==> src/rtl/cp0_exc_unit.sv <==
`default_nettype none
// +--------------------------------------------------------------------------+
// | Module   : cp0_exc_unit                                                  |
// | Purpose  : Coprocessor-0 exception/interrupt controller beside the M     |
// |            stage. Merges the M-stage exception code with external        |
// |            interrupt lines and a Count/Compare timer, holds SR, Cause    |
// |            and EPC, and raises a same-cycle exception request.           |
// | Ports    : clk, reset (async, active-low)                                |
// |            pc_i, bd_i, exc_code_i   - M-stage instruction context        |
// |            hw_int_i                 - external interrupt levels          |
// |            we_i, addr_i, wdata_i    - mtc0 write port                    |
// |            eret_i                   - eret in M stage                    |
// |            rdata_o                  - mfc0 read data (comb. on addr_i)   |
// |            req_o                    - take exception/interrupt now       |
// |            epc_o, handler_pc_o      - eret target / handler entry        |
// | Revision : 1.0 - initial release                                         |
// +--------------------------------------------------------------------------+
module cp0_exc_unit #(
    parameter int          HW_INT   = 5,
    parameter logic [31:0] EXC_BASE = 32'h0000_4180,
    parameter logic [31:0] PRID     = 32'h0000_0001
) (
    input  logic              clk,
    input  logic              reset,
    input  logic [31:0]       pc_i,
    input  logic              bd_i,
    input  logic [4:0]        exc_code_i,
    input  logic [HW_INT-1:0] hw_int_i,
    input  logic              we_i,
    input  logic [4:0]        addr_i,
    input  logic [31:0]       wdata_i,
    input  logic              eret_i,
    output logic [31:0]       rdata_o,
    output logic              req_o,
    output logic [31:0]       epc_o,
    output logic [31:0]       handler_pc_o
);

    // Pending/mask field width: external lines plus the timer bit on top.
    localparam int NIP = HW_INT + 1;

    localparam logic [4:0] c_ADDR_COUNT   = 5'd9;
    localparam logic [4:0] c_ADDR_COMPARE = 5'd11;
    localparam logic [4:0] c_ADDR_SR      = 5'd12;
    localparam logic [4:0] c_ADDR_CAUSE   = 5'd13;
    localparam logic [4:0] c_ADDR_EPC     = 5'd14;
    localparam logic [4:0] c_ADDR_PRID    = 5'd15;

    logic [31:0]       r_count;
    logic [31:0]       r_compare;
    logic [NIP-1:0]    r_im;
    logic              r_exl;
    logic              r_ie;
    logic              r_bd;
    logic [HW_INT-1:0] r_ip_hw;
    logic              r_ip_tmr;
    logic [4:0]        r_exc_code;
    logic [31:0]       r_epc;

    logic [NIP-1:0]    w_ip;
    logic              w_int_req;
    logic              w_exc_req;
    logic              w_req;
    logic              w_wr;
    logic              w_tmr_match;
    logic [31:0]       w_pc_sel;
    logic [31:0]       w_epc_next;
    logic [31:0]       w_sr;
    logic [31:0]       w_cause;

    assign w_ip      = {r_ip_tmr, r_ip_hw};
    assign w_int_req = r_ie & ~r_exl & (|(w_ip & r_im));
    assign w_exc_req = (exc_code_i != 5'd0) & ~r_exl;
    // eret suppresses any request so the return always completes first.
    assign w_req     = (w_int_req | w_exc_req) & ~eret_i;
    // A taken exception wins over an mtc0 in the same cycle.
    assign w_wr      = we_i & ~w_req;

    assign w_tmr_match = (r_compare != 32'd0) && (r_count == r_compare);

    // Delay-slot faults restart at the branch, one word earlier.
    assign w_pc_sel   = bd_i ? (pc_i - 32'd4) : pc_i;
    assign w_epc_next = w_pc_sel & 32'hFFFF_FFFC;

    assign req_o        = w_req;
    assign epc_o        = r_epc;
    assign handler_pc_o = EXC_BASE;

    // Count: free-running, an mtc0 write replaces that cycle's increment.
    always_ff @(posedge clk or negedge reset) begin
        if (!reset) begin
            r_count <= 32'd0;
        end else if (w_wr && (addr_i == c_ADDR_COUNT)) begin
            r_count <= wdata_i;
        end else begin
            r_count <= r_count + 32'd1;
        end
    end

    // Compare and the sticky timer pending bit. A Compare write always
    // leaves the pending bit clear, even if a match happens that cycle.
    always_ff @(posedge clk or negedge reset) begin
        if (!reset) begin
            r_compare <= 32'd0;
            r_ip_tmr  <= 1'b0;
        end else if (w_wr && (addr_i == c_ADDR_COMPARE)) begin
            r_compare <= wdata_i;
            r_ip_tmr  <= 1'b0;
        end else if (w_tmr_match) begin
            r_ip_tmr  <= 1'b1;
        end
    end

    // External lines: one-cycle synchroniser, level sensitive.
    always_ff @(posedge clk or negedge reset) begin
        if (!reset) begin
            r_ip_hw <= '0;
        end else begin
            r_ip_hw <= hw_int_i;
        end
    end

    // SR / Cause / EPC. EXL is the only mode state: 0 = normal, 1 = handler.
    always_ff @(posedge clk or negedge reset) begin
        if (!reset) begin
            r_im       <= '0;
            r_exl      <= 1'b0;
            r_ie       <= 1'b0;
            r_bd       <= 1'b0;
            r_exc_code <= 5'd0;
            r_epc      <= 32'd0;
        end else if (w_req) begin
            r_exl      <= 1'b1;
            r_bd       <= bd_i;
            r_epc      <= w_epc_next;
            r_exc_code <= w_int_req ? 5'd0 : exc_code_i;
        end else begin
            if (eret_i) begin
                r_exl <= 1'b0;
            end
            if (w_wr && (addr_i == c_ADDR_SR)) begin
                r_im  <= wdata_i[10 +: NIP];
                r_exl <= wdata_i[1];
                r_ie  <= wdata_i[0];
            end
            if (w_wr && (addr_i == c_ADDR_EPC)) begin
                r_epc <= wdata_i & 32'hFFFF_FFFC;
            end
        end
    end

    always_comb begin
        w_sr              = 32'd0;
        w_sr[10 +: NIP]   = r_im;
        w_sr[1]           = r_exl;
        w_sr[0]           = r_ie;

        w_cause           = 32'd0;
        w_cause[31]       = r_bd;
        w_cause[10 +: NIP] = w_ip;
        w_cause[6:2]      = r_exc_code;

        rdata_o = 32'd0;
        case (addr_i)
            c_ADDR_COUNT:   rdata_o = r_count;
            c_ADDR_COMPARE: rdata_o = r_compare;
            c_ADDR_SR:      rdata_o = w_sr;
            c_ADDR_CAUSE:   rdata_o = w_cause;
            c_ADDR_EPC:     rdata_o = r_epc;
            c_ADDR_PRID:    rdata_o = PRID;
            default:        rdata_o = 32'd0;
        endcase
    end

endmodule
`default_nettype wire

==> config.mk <==
export PLATFORM = sky130hd
export DESIGN_NAME = cp0_exc_unit
export DESIGN_NICKNAME = d
export VERILOG_FILES = /design/src/rtl/cp0_exc_unit.sv
export SDC_FILE = /design/constraint.sdc
export NUM_CORES = 1
export LEC_CHECK = 0
export ABC_AREA = 1
export CAP_MARGIN = 15
export CORE_ASPECT_RATIO = 1.4
export CORE_MARGIN = 2
export CORE_UTILIZATION = 45
export CTS_BUF_LIST = sky130_fd_sc_hd__clkbuf_2 sky130_fd_sc_hd__clkbuf_4 sky130_fd_sc_hd__clkbuf_8
export DETAILED_ROUTE_END_ITERATION = 12
export GPL_TIMING_DRIVEN = 0
export MAX_ROUTING_LAYER = met4
export PLACE_DENSITY_LB_ADDON = 0.25
export REMOVE_ABC_BUFFERS = 1
export SLEW_MARGIN = 20
export SYNTH_ARGS = -nofsm -noshare
export SYNTH_HDL_FRONTEND = slang
export SYNTH_SLANG_ARGS = --single-unit
==> constraint.sdc <==
create_clock -name clk -period 2.4 [get_ports clk]
set_clock_uncertainty 0.1 [all_clocks]
set_input_delay 0.48 -clock clk [delete_from_list [all_inputs] [get_ports clk]]
set_output_delay 0.48 -clock clk [all_outputs]
set_load 0.01 [all_outputs]
Word-level counts from Yosys, hierarchy flattened
Cells that the tools add are included.

Reductions and logical operators: 12. Equality and inequality tests: 7. Bitwise gates (word level): 10. Mux-type cells: 11. Add/subtract/negate cells: 2.

Operators by type and width (number): 32-bit one-hot mux with 6 select lines (1); 32-bit 2-to-1 mux (4); 32-bit by 1-bit adder with 32-bit output (second input constant) (1); 32-bit equality test (1); 32-bit nonzero test (1); 32-bit by 3-bit subtractor with 32-bit output (second input constant) (1); 5-bit by 4-bit equality test with 1-bit output (second input constant) (6); 6-bit bitwise AND (1); 6-bit OR reduction (1); 1-bit bitwise AND (5); 1-bit logical AND (5); 1-bit 2-to-1 mux (5); 5-bit 2-to-1 mux (1); 5-bit nonzero test (1); 2-bit nonzero test (2); 1-bit inverter (3); 3-bit nonzero test (1); 2-bit AND reduction (1); 1-bit bitwise OR (1).

Output and inout port bits: 97. Bits in registers: 116. Bits of input ports: 84. Word-level logic and storage cells: 52.

Depth between registers and ports, before layout
Gate-level depths: netlist of the first run.

Depth after elaboration: 10. Gate-level depth with buffers: 13. Gate-level depth less buffers: 13.

Worst setup path before layout of the first run
No wires, ideal clock.

Path kind: input to output. Start point: input addr_i[2]. End point: output rdata_o[1]. Required time: 1.820 ns. Path slack: 0.420 ns. Stages on the path: 9. Arrival: 1.400 ns. Cell sequence: inv_1 -> nand2_1 -> inv_1 -> nand3_1 -> inv_1 -> buf_2 -> buf_2 -> nand2_1 -> o211ai_1.

Word-level cells in the longest chain between the ends: 2. Elaborated cells on any way between the ends: 7. Classes of those cells: 6 x eq/ne; 1 x mux.

RTL lines: start, declared (line 30) `input logic [4:0] addr_i,`; 5-bit by 4-bit equality test with 1-bit output (line 164) `case (addr_i)`; 32-bit one-hot mux with 6 select lines * (line 164); end, declared (line 33) `output logic [31:0] rdata_o,`.

Mark *: on every way between the ends. The rest lies on a longest branch, timed or not.

Worst setup path in the final report of the first run
Start point: register r_im[5]. End point: output req_o.

Word-level cells in the longest chain between the ends: 5.

RTL lines: start, declared (line 51) `logic [NIP-1:0] r_im;`; start signal, assigned (line 142) `r_im <= wdata_i[10 +: NIP];`; 6-bit bitwise AND (line 72) `assign w_int_req = r_ie & ~r_exl & (|(w_ip & r_im));`; 6-bit OR reduction (line 72); 1-bit bitwise AND (line 72); 1-bit bitwise OR (line 75) `assign w_req = (w_int_req | w_exc_req) & ~eret_i;`; 1-bit bitwise AND (line 75); end, declared (line 34) `output logic req_o,`.

No other way between the ends.

==> results.json, run 1 <==
{
  "slew_viol_final": 0,
  "path_max_fanout": 5,
  "maxCapViolCount": 0,
  "synth_compound_area_share_pct": 11.5,
  "hp-class": "primary input to flip-flop",
  "syn_area_sq_mm": 0.00779,
  "diodes": 0,
  "clk_latency_ps": 470,
  "p_sw_share_pct": 36.2,
  "drt_first_iter_violations": 683,
  "drive_above_1_share_pct": 11.9,
  "synthCells": 1147,
  "ant_nets": 0,
  "htreeDepth": 4,
  "synthArstFlopShare_pct": 100,
  "syn_to_final_growth_pct": 33.4,
  "yosys.area_share.adder_pct": 0.321,
  "start_util_pct": 46.1,
  "whs_ps": 355,
  "worstRegToRegCells": 13,
  "dr.pass1.iters": 6,
  "synth.ff_latch_count": 114,
  "cp.arrival_ps": 1800,
  "crit_type": "flip-flop to output pin",
  "r2r_slack_ps": 150,
  "finalWorstSetupSlack_ps": 24.5,
  "yosys.area_share.simple_pct": 32.4,
  "reg2reg_from": "r_im[5]",
  "power.switching_mw": 2.62,
  "status": "finished, final reports clean",
  "port_buffers": 144,
  "dieArea_sq_mm": 0.0184,
  "grt_pass1_vias": 7940,
  "synth.avg_cell_area_sq_um": 6.79,
  "grt_overflow": 0,
  "fmax_ghz": 0.421,
  "yosysSeqAreaShare_pct": 36.6,
  "fillCellCount": 1556,
  "synthMuxAreaShare_pct": 0,
  "fin_cells": 1575,
  "cts-root-buf": "clkbuf_8",
  "routed_wirelength_mm": 28.5,
  "synth_ff_type": "dfrtp_1",
  "startpoint_type": "flip-flop",
  "synth_top_family_by_area": "simple AND/OR/NAND/NOR gates",
  "clk_path_buf_depth": 2,
  "tightest_slew_ps": 694,
  "clock_power_share_pct": 28.3,
  "dp_hpwl_mm": 18.7,
  "r2r_end": "epc_o[3]",
  "rsz0062_at_grt": "yes",
  "coreArea_sq_mm": 0.0169,
  "setup_violations": 0,
  "intPower_mw": 4.61,
  "detail_route.wl_per_cell_um": 18.1,
  "die_y_um": 160,
  "clkTransAtPathRegs_ps": 70,
  "grt_max_degree": 69,
  "vias": 8394,
  "antenna_found_initial": 0,
  "power_density_mw_per_mm2": 696,
  "crit_required_ps": 1820,
  "nets": 1416,
  "clock_sinks": 114,
  "row_count": 56,
  "numCtsBuffers": 17,
  "p_leak_nw": 4.86,
  "worst_hold_startpoint": "hw_int_i[4]",
  "synthDistinctLibCells": 38,
  "grt_pass1_wl_mm": 42.9,
  "power_mw": 7.23,
  "hold_viol_final": 0,
  "yosys_warnings": 0,
  "vias_per_cell": 5.33,
  "dp_cells": 1486,
  "ir_drop_v": 0.000391,
  "drc_errors": 0,
  "combPwrFrac_pct": 32.0,
  "synth_edf_count": 0,
  "p_seq_share_pct": 39.7,
  "crit_path_end": "req_o",
  "worstSetupStartpoint": "r_im[5]",
  "fin_crit_sh_pct": 99.0,
  "track_usage_pct": 31.4,
  "max_slew_margin_pct": 53.7,
  "period_minus_slack_ps": 2380,
  "cts_tree": "built",
  "ios": 181,
  "post-place-ws_ps": -1380,
  "die_x_um": 115,
  "gp_congestion": 0.986,
  "cp-end-kind": "output pin",
  "synth_xor_area_share_pct": 6.97
}
## layer usage
layer,global-route usage (%),share of wire [%]
met1,36.8,38
met2,50.9,49
met3,4.78,6.6
met4,17.7,6.0
met5,-,0
## power groups by stage
stage | Sequential (mW) | Clock (mW) | Combinational (mW)
5_1_grt | 2.92 | 2.15 | 2.55
3_5_place_dp | 2.88 | 0 | 2.07
3_3_place_gp | 2.87 | 0 | 2.02
4_1_cts | 2.85 | 2.06 | 2.22
6_report | 2.87 | 2.05 | 2.32
2_1_floorplan | 2.81 | 0 | 1.17
## cells by family after synthesis
group / count (synthesis)
and+or+nand+nor: 606
DFF: 114
other: 2
buffers and inverters: 195
xor gates and xnor gates: 62
AOI/OAI and AO/OA: 166
adders and majority gates: 2
## cell usage in the layout, fill, tap and decap left out, types with 13 or more instances in the layout
cell type,netlist,layout
nand3_1,57,56
clkbuf_8,0,19
o21ai_1,19,26
o21ai_0,107,96
xnor2_1,38,38
dfrtp_1,114,114
clkdlybuf4s50_1,0,105
o211ai_1,15,15
dlygate4sd2_1,0,18
nor2_1,118,114
nand2_1,381,375
buf_4,36,38
xor2_1,24,24
conb_1,2,34
nand4_1,15,15
inv_1,120,113
a21oi_1,16,14
nor3_1,13,13
## critical path, stage by stage (launching register included)
cell and delay [ps]:
dfrtp_1 400, nand2_1 90, nand2_2 70, nor2_4 110
nand2_2 100, nand2_4 110, nand2_8 60, nand2_8 70
buf_12 140, clkinv_16 60, buf_6 110
## how the worst min path moves through the flow
stage          cells after the start         end
2_1_floorplan                      0   epc_o[10]
3_3_place_gp                       2        r_bd
3_5_place_dp                       2        r_bd
4_1_cts                            1  r_ip_hw[4]
5_1_grt                            1  r_ip_hw[4]
6_report                           1  r_ip_hw[4]
## stage by stage
stage | utilization, % | instance area, sq um | TNS (ps)
6_report | 61.6 | 10400 | 0
5_1_grt | 61.6 | 10400 | -115
4_1_cts | 60.4 | 10200 | -2270
3_5_place_dp | 54.7 | 9230 | -144320
3_3_place_gp | 54.3 | 9160 | -656060
2_1_floorplan | - | 7430 | -3010
## repair_timing
action,CTS,global route
hold endpoints to repair,67,0
pin swaps,15,10
setup endpoints to repair,141,110
resized for setup,144,34
setup buffers,31,15
hold buffers,1,0
cloned,6,4
## cell usage after synthesis, types with 2 or more instances
cell,number,share of area (%)
nand3_1,57,3.7
buf_6,8,1.2
nor3_1,13,0.83
o2111ai_1,2,0.22
nand3b_1,4,0.39
nand2_1,381,18
ha_1,2,0.32
nand3_2,4,0.51
o22ai_1,3,0.24
inv_2,3,0.14
clkbuf_1,12,0.58
conb_1,2,0.096
inv_1,120,5.8
a21oi_1,16,1.0
xnor2_1,38,4.3
xor2_1,24,2.7
nand3_4,2,0.45
buf_4,36,3.5
dfrtp_1,114,37
nor2_2,3,0.24
nand2_2,3,0.24
o21ai_1,19,1.2
a221oi_1,2,0.22
o211ai_1,15,1.4
nor2_1,118,5.7
nand4_1,15,1.2
buf_2,14,0.90
o21ai_0,107,6.9
## state kept, by name, summed over array words and instances (netlist names), 5 cells and up
register    count
r_ip_hw         5
epc_o          30
r_im            6
r_count        32
r_compare      32
r_exc_code      5
## area by class of cell
class / count / area, sq um / area share (%)
tap: 232 / 290 / 2.79
clock inverter: 10 / 156 / 1.50
sequential: 114 / 2850 / 27.4
multi-input combinational: 877 / 4420 / 42.5
inverter: 124 / 537 / 5.16
clock buffer: 22 / 284 / 2.73
timing repair buffer: 193 / 1820 / 17.5
timing repair inverter: 3 / 33.8 / 0.325
Note: power is estimated with default switching activity, not from simulation.
==> run 2: changes to the inputs <==
--- a/config.mk
+++ b/config.mk
@@ -15,6 +15,7 @@
 export GPL_TIMING_DRIVEN = 0
 export MAX_ROUTING_LAYER = met4
 export PLACE_DENSITY_LB_ADDON = 0.25
+export RECOVER_POWER = 50
 export REMOVE_ABC_BUFFERS = 1
 export SLEW_MARGIN = 20
 export SYNTH_ARGS = -nofsm -noshare
==> run 2 against run 1 <==
Net effect: count of clock-buffer cells in the layout stayed put; cell count stayed put; global-route usage stayed put; critical endpoint unchanged; largest power group unchanged.
==> results.json, run 2 (synthesis results as in run 1) <==
{
  "numCtsBuffers": 17,
  "p_leak_nw": 4.86,
  "crit_path_max_incr_delay_ps": 400,
  "grt_pass1_vias": 7940,
  "combPwrFrac_pct": 32.0,
  "crit_type": "flip-flop to output pin",
  "cp.arrival_ps": 1800,
  "vias": 8390,
  "routed_wirelength_mm": 28.5,
  "slew_viol_final": 0,
  "cp_slowest_cell": "dfrtp_1",
  "drt_first_iter_violations": 683,
  "hold_viol_final": 0,
  "ir_drop_v": 0.000391,
  "grt_max_degree": 69,
  "intPower_mw": 4.61,
  "power_density_mw_per_mm2": 695,
  "clock_sinks": 114,
  "p_sw_share_pct": 36.2,
  "clk_path_buf_depth": 2,
  "period_minus_slack_ps": 2380,
  "htreeDepth": 4,
  "port_buffers": 144,
  "setup_violations": 0,
  "clock_power_share_pct": 28.3,
  "start_util_pct": 46.1,
  "fmax_ghz": 0.421,
  "path_max_fanout": 5,
  "max_slew_margin_pct": 31.3,
  "nets": 1416,
  "tns_ps": 0,
  "grt_pass1_wl_mm": 42.9,
  "grt_overflow": 0,
  "dp_hpwl_mm": 18.7,
  "ios": 181,
  "die_y_um": 160,
  "diodes": 0,
  "startpoint_type": "flip-flop",
  "dr_wl_met2_mm": 14.0,
  "cts-root-buf": "clkbuf_8",
  "top_layer_used": "met4",
  "cts_tree": "built",
  "drive_above_1_share_pct": 11.9,
  "dr.pass1.iters": 6,
  "hp-class": "flip-flop to flip-flop",
  "wl_met1_mm": 10.8,
  "die_x_um": 115,
  "clk_latency_ps": 470,
  "antenna_found_initial": 0,
  "wl_met3_mm": 1.91,
  "worstPathCellList": "nand2_1 > nand2_2 > nor2_4 > nand2_2 > nand2_4 > nand2_8 > nand2_8 > buf_12 > clkinv_16 > buf_6",
  "final_cell_mix": "nand2_1, nor2_1, dfrtp_1",
  "clkTransAtPathRegs_ps": 70,
  "power.switching_mw": 2.62,
  "cp-end-kind": "output pin",
  "tightest_slew_ps": 1030,
  "final_common_cell": "nand2_1",
  "dieArea_sq_mm": 0.0184,
  "fin_crit_sh_pct": 99.0,
  "maxCapViolCount": 0,
  "row_count": 56,
  "gp_congestion": 0.986,
  "syn_to_final_growth_pct": 33.4,
  "drc_errors": 0,
  "vias_per_cell": 5.33,
  "track_usage_pct": 31.4,
  "detail_route.wl_per_cell_um": 18.1,
  "status": "finished, final reports clean",
  "rsz0062_at_grt": "yes",
  "crit_required_ps": 1820,
  "power_mw": 7.23,
  "ant_nets": 0,
  "coreArea_sq_mm": 0.0169,
  "p_seq_share_pct": 39.7
}
-- run 2: cell count changes in the layout (fill, tap and decap cells not counted), sizes merged --
| cell | change |
|---|---|
| buf | -1 |
| clkbuf | +1 |
| clkdlybuf4s50 | -5 |
| dlygate4sd3 | +5 |
-- run 2: final timing paths --
path                          from             to  slack (ps)  depth (start not counted)
max reg2reg                r_im[5]       epc_o[3]         150                         13
min in group asynchronous    reset      epc_o[18]         650                          2
max                        r_im[5]          req_o          20                         10
max in group asynchronous    reset  r_compare[15]         750                          3
min reg2reg                   r_bd           r_bd         400                          2
min                           r_bd           r_bd         400                          2
-- run 2: critical path: cells and delay by family, from the launching register on --
kind	cells	cell delay (ps)
flops	1	400
simple gates	7	610
buf+inv	3	310
-- run 2: per-stage QoR --
| step | std cells | setup WS (ps) | util, % | hold WS (ps) | area [sq um] |
|---|---|---|---|---|---|
| detailed placement | 1486 | -1380 | 54.7 | 384 | 9230 |
| global placement | 1484 | -3900 | 54.3 | 375 | 9160 |
| floorplan | 1108 | -94.4 | - | 84.4 | 7430 |
| finish | 1575 | 24.5 | 61.6 | 400 | 10400 |
| CTS | 1556 | -176 | 60.4 | 349 | 10200 |
| global route | 1575 | -43.5 | 61.6 | 431 | 10400 |
-- run 2: final cells by class --
type	instances	area, sq um
flip-flops and latches	114	2850
multi-input cells	877	4420
clock inverters	10	156
repair inverters	3	33.8
fillers	1558	6490
well taps	232	290
clock buffers	22	284
repair buffers	193	1820
inverters	124	537
-- run 2: what timing repair did --
action,in CTS,in global routing
gates resized for setup,144,34
pin swaps,15,10
hold buffers,1,0
setup endpoints to repair,141,110
hold endpoints to repair,67,0
cloned,6,4
buffers inserted,31,15
-- run 2: per-layer routing --
metal / global-route usage (%) / vias to the layer above
met5: - / -
met4: 17.7 / 0
met3: 4.78 / 111
met2: 50.9 / 410
met1: 36.8 / 3907
li1: - / 3962
-- run 2: power by group through the flow --
| stage | Combinational (mW) | Clock (mW) | Sequential, mW |
|---|---|---|---|
| global placement | 2.02 | 0 | 2.87 |
| global route | 2.55 | 2.15 | 2.92 |
| detailed placement | 2.07 | 0 | 2.88 |
| finish | 2.31 | 2.05 | 2.87 |
| floorplan | 1.17 | 0 | 2.81 |
| CTS | 2.22 | 2.06 | 2.85 |
==> run 3: changes to the inputs <==
==> constraint.sdc (replaced) <==
create_clock -name clk -period 2.4 [get_ports clk]
set_clock_uncertainty 0.1 [all_clocks]
set_input_delay 0.48 -clock clk [delete_from_list [all_inputs] [get_ports clk]]
set_output_delay 0.48 -clock clk [all_outputs]
set_load 0.005 [all_outputs]
==> run 3 against run 2 <==
Net effect: cell count is 0.19% higher; power down 1.3%; sequential share of layout area is 0.42 points lower; non-clock buffer count is the same; utilization is 0.96 points higher; sequential cell count stayed put; first-iteration DRC count up 13%; clock power hardly changed; register-to-register slack worse by 30 ps; setup slack got worse by 17 ps; via count grew 0.68%; largest cell class unchanged.
==> results.json, run 3 (synthesis results as in run 1) <==
{
  "tightest_slew_ps": 1030,
  "max_slew_margin_pct": 31.1,
  "hold_viol_final": 0,
  "vias_per_cell": 5.35,
  "track_usage_pct": 33.4,
  "fmax_ghz": 0.418,
  "maxCapViolCount": 0,
  "grt_overflow": 0,
  "dieArea_sq_mm": 0.0184,
  "row_count": 56,
  "finalWorstSetupSlack_ps": 7.33,
  "die_y_um": 160,
  "clk_path_buf_depth": 2,
  "startpoint_type": "primary input",
  "antenna_found_initial": 0,
  "cp_slowest_cell": "dlygate4sd2_1",
  "coreArea_sq_mm": 0.0169,
  "cts_tree": "built",
  "grt_pass1_vias": 8162,
  "cp-end-kind": "output pin",
  "clock_sinks": 114,
  "grt_pass1_wl_mm": 45.2,
  "ant_nets": 0,
  "crit_required_ps": 1820,
  "final_common_cell": "nand2_1",
  "die_x_um": 115,
  "cp.arrival_ps": 1810,
  "diodes": 0,
  "ios": 181,
  "rsz0062_at_grt": "yes",
  "tns_ps": 0,
  "clk_latency_ps": 460,
  "cts-root-buf": "clkbuf_8",
  "slew_viol_final": 0,
  "fin_crit_sh_pct": 99.7,
  "crit_family": "buffers and inverters",
  "start_util_pct": 46.1,
  "crit_top_cell": "buf_12",
  "period_minus_slack_ps": 2390,
  "crit_type": "primary input to output pin",
  "dp_hpwl_mm": 18.7,
  "gp_congestion": 0.986,
  "post-place-ws_ps": -1350,
  "numCtsBuffers": 17,
  "ir_drop_v": 0.000378,
  "nets": 1419,
  "crit_path_max_incr_delay_ps": 290,
  "path_max_fanout": 8,
  "drc_errors": 0,
  "vias": 8447,
  "p_leak_nw": 4.90,
  "port_buffers": 144,
  "power_density_mw_per_mm2": 676,
  "setup_violations": 0,
  "final_cell_mix": "nand2_1, dfrtp_1, inv_1, nor2_1, o21ai_0",
  "dr.pass1.iters": 7,
  "clkTransAtPathRegs_ps": 60,
  "path_buf_inv": 7,
  "worstPathCellList": "buf_4 > clkinvlp_4 > buf_6 > nand3_4 > buf_12 > buf_12 > inv_16 > nand2_1 > o2111ai_1 > dlygate4sd2_1",
  "grt_max_degree": 69,
  "status": "finished, final reports clean",
  "drive_above_1_share_pct": 12.1,
  "syn_to_final_growth_pct": 35.5,
  "hp-class": "flip-flop to flip-flop",
  "routed_wirelength_mm": 29.9,
  "htreeDepth": 4,
  "drt_first_iter_violations": 769,
  "detail_route.wl_per_cell_um": 18.9
}
## run 3: changes by cell type in the layout (fill, tap and decap cells not counted), moves of 5 or more
cell             before  now
buf_12                3    9
clkbuf_2              4   10
clkdlybuf4s50_1     100   82
dlygate4sd3_1         6   23
buf_2                 9    4
buf_4                38   28
## run 3: per-layer routing
layer | track usage [%] | part of all wire, %
met5 | - | 0
met4 | 21.9 | 7.5
met3 | 6.53 | 8.0
met2 | 52.6 | 48
met1 | 38.3 | 37
## run 3: per-stage QoR
| step | hold WS [ps] | std cells | total power [mW] | util, % | area, sq um |
|---|---|---|---|---|---|
| 6_report | 399 | 1578 | 7.13 | 62.5 | 10600 |
| 5_1_grt | 427 | 1578 | 7.52 | 62.5 | 10600 |
| 4_1_cts | 349 | 1569 | 7.10 | 61.8 | 10400 |
| 3_5_place_dp | 384 | 1486 | 4.87 | 54.7 | 9230 |
| 3_3_place_gp | 375 | 1484 | 4.82 | 54.3 | 9160 |
| 2_1_floorplan | 84.4 | 1108 | 3.91 | - | 7430 |
## run 3: area by class of cell
type | instances | area (sq um)
clock inverter | 10 | 156
inverter | 124 | 519
fill | 1500 | 6330
sequential | 114 | 2850
multi-input combinational | 880 | 4480
tap | 232 | 290
timing repair buffer | 193 | 1940
timing repair inverter | 3 | 37.5
clock buffer | 22 | 284
## run 3: worst paths after layout
check | startpoint | end | slack (ps) | cells past startpoint
worst max-delay path | addr_i[4] | rdata_o[31] | 7 | 10
max in group asynchronous | reset | epc_o[15] | 760 | 3
min in group asynchronous | reset | epc_o[18] | 650 | 2
worst min-delay path | r_bd | r_bd | 400 | 2
worst min register to register | r_bd | r_bd | 400 | 2
worst max register to register | r_ip_tmr | epc_o[3] | 120 | 13
## run 3: power breakdown
group / total (mW) / internal (mW) / switching (mW)
clock network: 2.05 / 1.21 / 0.832
registers: 2.88 / 2.35 / 0.525
logic: 2.21 / 1.00 / 1.21
## run 3: worst min-delay path, stage by stage, from the launching register on
cell and delay (ps):
dfrtp_1 340, nand2_1 50, o21ai_0 70
## run 3: what timing repair did
item	4_1_cts	5_1_grt
pin swaps	24	11
resized for setup	132	47
hold endpoints to repair	67	0
gates cloned	12	3
hold buffers	1	0
setup buffers	38	6
endpoints found under the setup margin	141	94
